## src/rtl/sha256_pkg.sv

```systemverilog
// Shared constants, state encoding and byte-lane helper for the SHA-256 padder.
package sha256_pkg;

    localparam int unsigned BLOCK_BYTES = 64;
    localparam int unsigned LEN_BYTES   = 8;
    localparam int unsigned BLOCK_W     = BLOCK_BYTES * 8;
    localparam int unsigned IDX_W       = 6;
    localparam int unsigned NB_W        = 7;

    localparam logic [255:0] IV_INIT =
        256'h6a09e667bb67ae853c6ef372a54ff53a510e527f9b05688c1f83d9ab5be0cd19;

    typedef enum logic [2:0] {
        ST_FILL,
        ST_LOAD,
        ST_SEND,
        ST_WAIT,
        ST_PAD,
        ST_DONE
    } state_t;

    // Top bit of byte lane k in a big-endian block (byte 0 is the MSB byte).
    function automatic logic [8:0] lane_hi(input logic [NB_W-1:0] k);
        return 9'(BLOCK_W - 1 - 8 * int'(k));
    endfunction

endpackage

```

## src/rtl/sha256_padder.sv

```systemverilog
// Byte-stream front end for the SHA-256 core: pads, packs 512-bit blocks,
// sequences load/gen/block_ready and captures the final digest.
module sha256_padder
    import sha256_pkg::*;
#(
    parameter int unsigned  LEN_W = 64,
    parameter logic [255:0] IV    = IV_INIT
) (
    input  logic         clk,
    input  logic         rst,
    input  logic         in_valid,
    output logic         in_ready,
    input  logic [7:0]   in_data,
    input  logic         in_last,
    input  logic         in_empty,
    output logic         core_load_hash,
    output logic [255:0] core_hash_in,
    output logic         core_gen_hash,
    output logic [511:0] core_msg,
    input  logic         core_block_ready,
    input  logic [255:0] core_hash_out,
    output logic [255:0] digest,
    output logic         digest_valid,
    output logic         busy
);

    localparam int unsigned GAP_W = BLOCK_W - 8 - LEN_BYTES * 8;

    state_t             state;
    logic [BLOCK_W-1:0] blk;
    logic [IDX_W-1:0]   idx;
    logic [NB_W-1:0]    n_bytes;
    logic [LEN_W-1:0]   len;
    logic               loaded;
    logic               final_blk;
    logic               pad2;

    logic xfer;
    logic data_beat;

    assign xfer         = in_valid & in_ready & (state == ST_FILL);
    assign data_beat    = xfer & ~in_empty;
    assign core_hash_in = IV;
    assign core_msg     = blk;

    always_ff @(posedge clk) begin
        if (rst) begin
            state          <= ST_FILL;
            blk            <= '0;
            idx            <= '0;
            n_bytes        <= '0;
            len            <= '0;
            loaded         <= 1'b0;
            final_blk      <= 1'b0;
            pad2           <= 1'b0;
            in_ready       <= 1'b0;
            core_load_hash <= 1'b0;
            core_gen_hash  <= 1'b0;
            digest         <= '0;
            digest_valid   <= 1'b0;
            busy           <= 1'b0;
        end else begin
            core_load_hash <= 1'b0;
            core_gen_hash  <= 1'b0;
            digest_valid   <= 1'b0;

            case (state)
                ST_FILL: begin
                    in_ready <= 1'b1;
                    if (data_beat) begin
                        blk[lane_hi(NB_W'(idx)) -: 8] <= in_data;
                        idx  <= idx + IDX_W'(1);
                        len  <= len + LEN_W'(8);
                        busy <= 1'b1;
                    end
                    if (xfer && in_last) begin
                        n_bytes  <= NB_W'(idx) + NB_W'(data_beat);
                        in_ready <= 1'b0;
                        busy     <= 1'b1;
                        state    <= ST_PAD;
                    end else if (data_beat && idx == IDX_W'(BLOCK_BYTES - 1)) begin
                        in_ready <= 1'b0;
                        if (loaded) begin
                            state         <= ST_SEND;
                            core_gen_hash <= 1'b1;
                        end else begin
                            state          <= ST_LOAD;
                            core_load_hash <= 1'b1;
                        end
                    end
                end

                // Marker and length land here; an overflowing tail defers to a second block.
                ST_PAD: begin
                    if (n_bytes <= NB_W'(55)) begin
                        blk[lane_hi(n_bytes) -: 8] <= 8'h80;
                        blk[LEN_BYTES*8-1:0]       <= 64'(len);
                        final_blk                  <= 1'b1;
                    end else if (n_bytes <= NB_W'(63)) begin
                        blk[lane_hi(n_bytes) -: 8] <= 8'h80;
                        pad2                       <= 1'b1;
                    end else begin
                        pad2 <= 1'b1;
                    end
                    if (loaded) begin
                        state         <= ST_SEND;
                        core_gen_hash <= 1'b1;
                    end else begin
                        state          <= ST_LOAD;
                        core_load_hash <= 1'b1;
                    end
                end

                ST_LOAD: begin
                    loaded        <= 1'b1;
                    state         <= ST_SEND;
                    core_gen_hash <= 1'b1;
                end

                ST_SEND: begin
                    state <= ST_WAIT;
                end

                ST_WAIT: begin
                    if (core_block_ready) begin
                        if (final_blk) begin
                            digest       <= core_hash_out;
                            digest_valid <= 1'b1;
                            state        <= ST_DONE;
                        end else if (pad2) begin
                            blk <= {(n_bytes == NB_W'(64)) ? 8'h80 : 8'h00,
                                    {GAP_W{1'b0}}, 64'(len)};
                            pad2          <= 1'b0;
                            final_blk     <= 1'b1;
                            state         <= ST_SEND;
                            core_gen_hash <= 1'b1;
                        end else begin
                            blk      <= '0;
                            in_ready <= 1'b1;
                            state    <= ST_FILL;
                        end
                    end
                end

                ST_DONE: begin
                    blk       <= '0;
                    idx       <= '0;
                    n_bytes   <= '0;
                    len       <= '0;
                    loaded    <= 1'b0;
                    final_blk <= 1'b0;
                    pad2      <= 1'b0;
                    busy      <= 1'b0;
                    in_ready  <= 1'b1;
                    state     <= ST_FILL;
                end

                default: begin
                    state <= ST_FILL;
                end
            endcase
        end
    end

endmodule
```

## config.mk

```make
export PLATFORM = sky130hd
export DESIGN_NAME = sha256_padder
export DESIGN_NICKNAME = d
export VERILOG_FILES = /design/src/rtl/sha256_pkg.sv /design/src/rtl/sha256_padder.sv
export SDC_FILE = /design/constraint.sdc
export NUM_CORES = 2
export LEC_CHECK = 0
export ABC_AREA = 1
export ABC_CLOCK_PERIOD_IN_PS = 3300
export CORE_AREA = 2 2 502 504
export CTS_BUF_LIST = sky130_fd_sc_hd__clkbuf_4 sky130_fd_sc_hd__clkbuf_8
export DETAILED_ROUTE_END_ITERATION = 6
export DIE_AREA = 0 0 504 506
export PLACE_DENSITY_LB_ADDON = 0.12
export SETUP_SLACK_MARGIN = 0.4
export SLEW_MARGIN = 5
export SYNTH_ARGS = -nofsm -noshare
export SYNTH_HDL_FRONTEND = slang
export SYNTH_SLANG_ARGS = --single-unit
```

## constraint.sdc

```tcl
create_clock -name clk -period 3.3 [get_ports clk]
set_input_delay 0.66 -clock clk [delete_from_list [all_inputs] [get_ports clk]]
set_output_delay 0.66 -clock clk [all_outputs]
set_load 0.02 [all_outputs]
```

==> qor.yml <==
drc: 0
final_common_cell: "nand2_1"
post-route-min-period_ns: 2.850
slew_viol_final: 0
die_area_um2: 255000
pre_cts_slack_ns: 0.1864
fill_cells: 28013
yosysTopAreaCell: "dfxtp_1"
io_pins: 1299
initial_core_util_pct: 16.40
slew_headroom_pct: 34.91
seq_area_um2: 17090
slowest_delay_ns: 0.62
path_cells: "buf_4 -> nand2_1 -> nor2_1 -> nand2_1 -> nor2_1 -> nand3_1 -> o21ai_0 -> nand2_1 -> a21oi_1"
grt_pass1_vias: 44061
dr.first_iter.drc_count: 3302
finalNonFillerCells: 10813
synth-seq-cells: 853
worst_setup_path_start_kind: "register"
worst_slack_ns: 0.4499
reg2reg_from: "idx[0]$_SDFFE_PP0P_"
worstPathMaxFanout: 8
gr-total-overflow: 0
whs_path_depth: 3
synth_edf_count: 0
placed_cell_area_um2: 55540
status: "finished, final reports clean"
hold_viol_final: 0
arrival_ns: 3.71
setup_viol: 0
synth_ff_type: "dfxtp_1"
cts_root_buf: "clkbuf_8"
worst_ir_drop_vdd_mv: 0.3766
synth.distinct_cells: 44
coreArea_um2: 250000
netlist_area_um2: 40990
drive_gt1_share_pct: 8.902
die_h_um: 506
postSynthCellCount: 6168
io_buffers: 1042
synth_top_area_share_pct: 41.66
wirelength_mm: 261.9
cts_sinks: 853
synth-warning-count: 0
multi_input_area_um2: 20500
cap_violations: 0
timing.final.crit_share_pct: 86.37
grt_usage_pct: 19.59
max_freq_mhz: 350.9
rows: 184
tightest_slew_ns: 0.9753
cp-end-kind: "register"
power.leakage_nw: 22.43
crit_type: "reg2reg"
fin_util_pct: 23.82
cp_slowest_cell: "nor2_1"
hp-start: "core_hash_out[153]"
synthArstFlopShare_pct: 0
dp_hpwl_mm: 203.9
reg2reg_to: "core_msg[389]$_SDFFE_PP0P_"
wire_per_inst_um: 24.22
r2r_cells: 9
hold_class: "in2reg"
startpoint: "idx[0]$_SDFFE_PP0P_"
vias_per_cell: 4.258
cts_tree: "built"
nets: 7598
min_to: "digest[153]$_SDFFE_PP0P_"
ys_seq_area_share_pct: 41.66
placedCellCount: 10485
area_growth_pct: 45.31
gp_congestion: 0.8418
clk_pin_slew_ns: 0.07
setup_tns_ns: 0
worstPathRequired_ns: 4.16
drtPass1Iterations: 6
power_density_nw_per_um2: 417.7
htreeDepth: 4
skew_ns: 0.1112
antenna_found_initial: 68
ant_nets: 0
vias: 46037
dieWidth_um: 504
final_area_um2: 59560
rsz0062_at_grt: "yes"
synth.top_cells.by_area: "dfxtp_1, nand2_1, nor2_1"
cts_buffers: 179
worst_skew_pair.late_latency_ns: 0.97
syn_avg_cell_area_um2: 6.646
cp_common_cell: "nand2_1"
post_cts_buffers: 0
final_cell_mix: "nand2_1, nor2_1, clkdlybuf4s50_1"
grt_pass1_wl_mm: 356.8
clockBufferDepth: 3
grt_max_degree: 163
reg2reg_slack_ns: 0.45
## worst max-delay path: cells and delay by family (launching register included)
kind / cells / cell delay [ns]
DFF: 1 / 0.55
and+or+nand+nor: 6 / 1.67
buffers and inverters: 1 / 0.24
AOI/OAI and AO/OA: 2 / 0.31
## state kept, by name, indices dropped and copies added (netlist names), 3 cells and up
name / count
idx: 6
digest: 256
core_msg: 512
state: 3
len: 61
n_bytes: 7
## routing by layer
metal / GRT usage (%) / routed length (um) / vias to the layer above
li1: - / - / 21958
met1: 21.57 / 99100 / 21781
met2: 35.99 / 134000 / 1834
met3: 5.688 / 19790 / 404
met4: 5.910 / 8672 / 60
met5: 0 / 367 / -
## metrics by stage
step	hold slack, ns	power (W)
3_5_place_dp	0.4552	0.01238
2_1_floorplan	0.4393	0.01170
3_3_place_gp	0.4447	0.01238
6_report	0.2967	0.02488
4_1_cts	0.1605	0.02532
5_1_grt	0.1992	0.02588
## final cells by class
| type | count | area share (%) |
|---|---|---|
| Antenna cell | 17 | 0.07142 |
| Clock buffer | 278 | 5.846 |
| Clock inverter | 32 | 0.7499 |
| Inverter | 317 | 2.042 |
| Multi-Input combinational cell | 4675 | 34.41 |
| Sequential cell | 853 | 28.69 |
| Tap cell | 3348 | 7.033 |
| Timing Repair Buffer | 1293 | 21.16 |
## kinds of logic after synthesis
kind of cell / share of synthesized area, %
xor+xnor: 0.04274
flops: 41.66
simple gates: 33.91
compound gates: 13.22
buf+inv: 10.88
other cells: 0.01832
fa+ha+maj: 0.2747
## worst max-delay path by stage
stage / endpoint / slack [ns] / cells past startpoint
finish: core_msg[389]$_SDFFE_PP0P_ / 0.45 / 9
global placement: core_msg[389]$_SDFFE_PP0P_ / 0.17 / 9
floorplan: core_msg[288]$_SDFFE_PP0P_ / 0.67 / 11
global route: core_msg[385]$_SDFFE_PP0P_ / 0.38 / 8
detailed placement: core_msg[452]$_SDFFE_PP0P_ / 0.19 / 9
CTS: core_msg[63] / 0.40 / 1
## report_power, final
part | total (W) | leakage (nW) | internal (W) | switching (W)
combinational | 0.00180 | 13.5 | 0.000557 | 0.00124
sequential | 0.0104 | 6.87 | 0.0103 | 0.0000318
clock | 0.0127 | 2.08 | 0.00708 | 0.00564
total | 0.0249 | 22.4 | 0.0180 | 0.00692
## cells in the mapped netlist, types with 5 or more instances
| master | n |
|---|---|
| nand2_1 | 1409 |
| nor2_1 | 1080 |
| dfxtp_1 | 853 |
| nand3_1 | 638 |
| a21oi_1 | 494 |
| o21ai_0 | 462 |
| inv_1 | 303 |
| buf_4 | 272 |
| clkbuf_1 | 236 |
| nor3_1 | 140 |
| buf_2 | 38 |
| nand4_1 | 35 |
| o21ai_1 | 31 |
| buf_1 | 26 |
| o21ai_2 | 26 |
| nor2_2 | 22 |
| nor3_2 | 15 |
| o21a_1 | 14 |
| inv_2 | 10 |
| ha_1 | 9 |
| a31oi_1 | 6 |
| nor3b_1 | 5 |
## timing repair
action | 4_1_cts | 5_1_grt
hold buffers | 1 | 0
gates resized for setup | 35 | 16
endpoints found under the hold margin | 11 | 0
setup endpoints to repair | 49 | 92
Note: power is estimated with default switching activity, not from simulation.
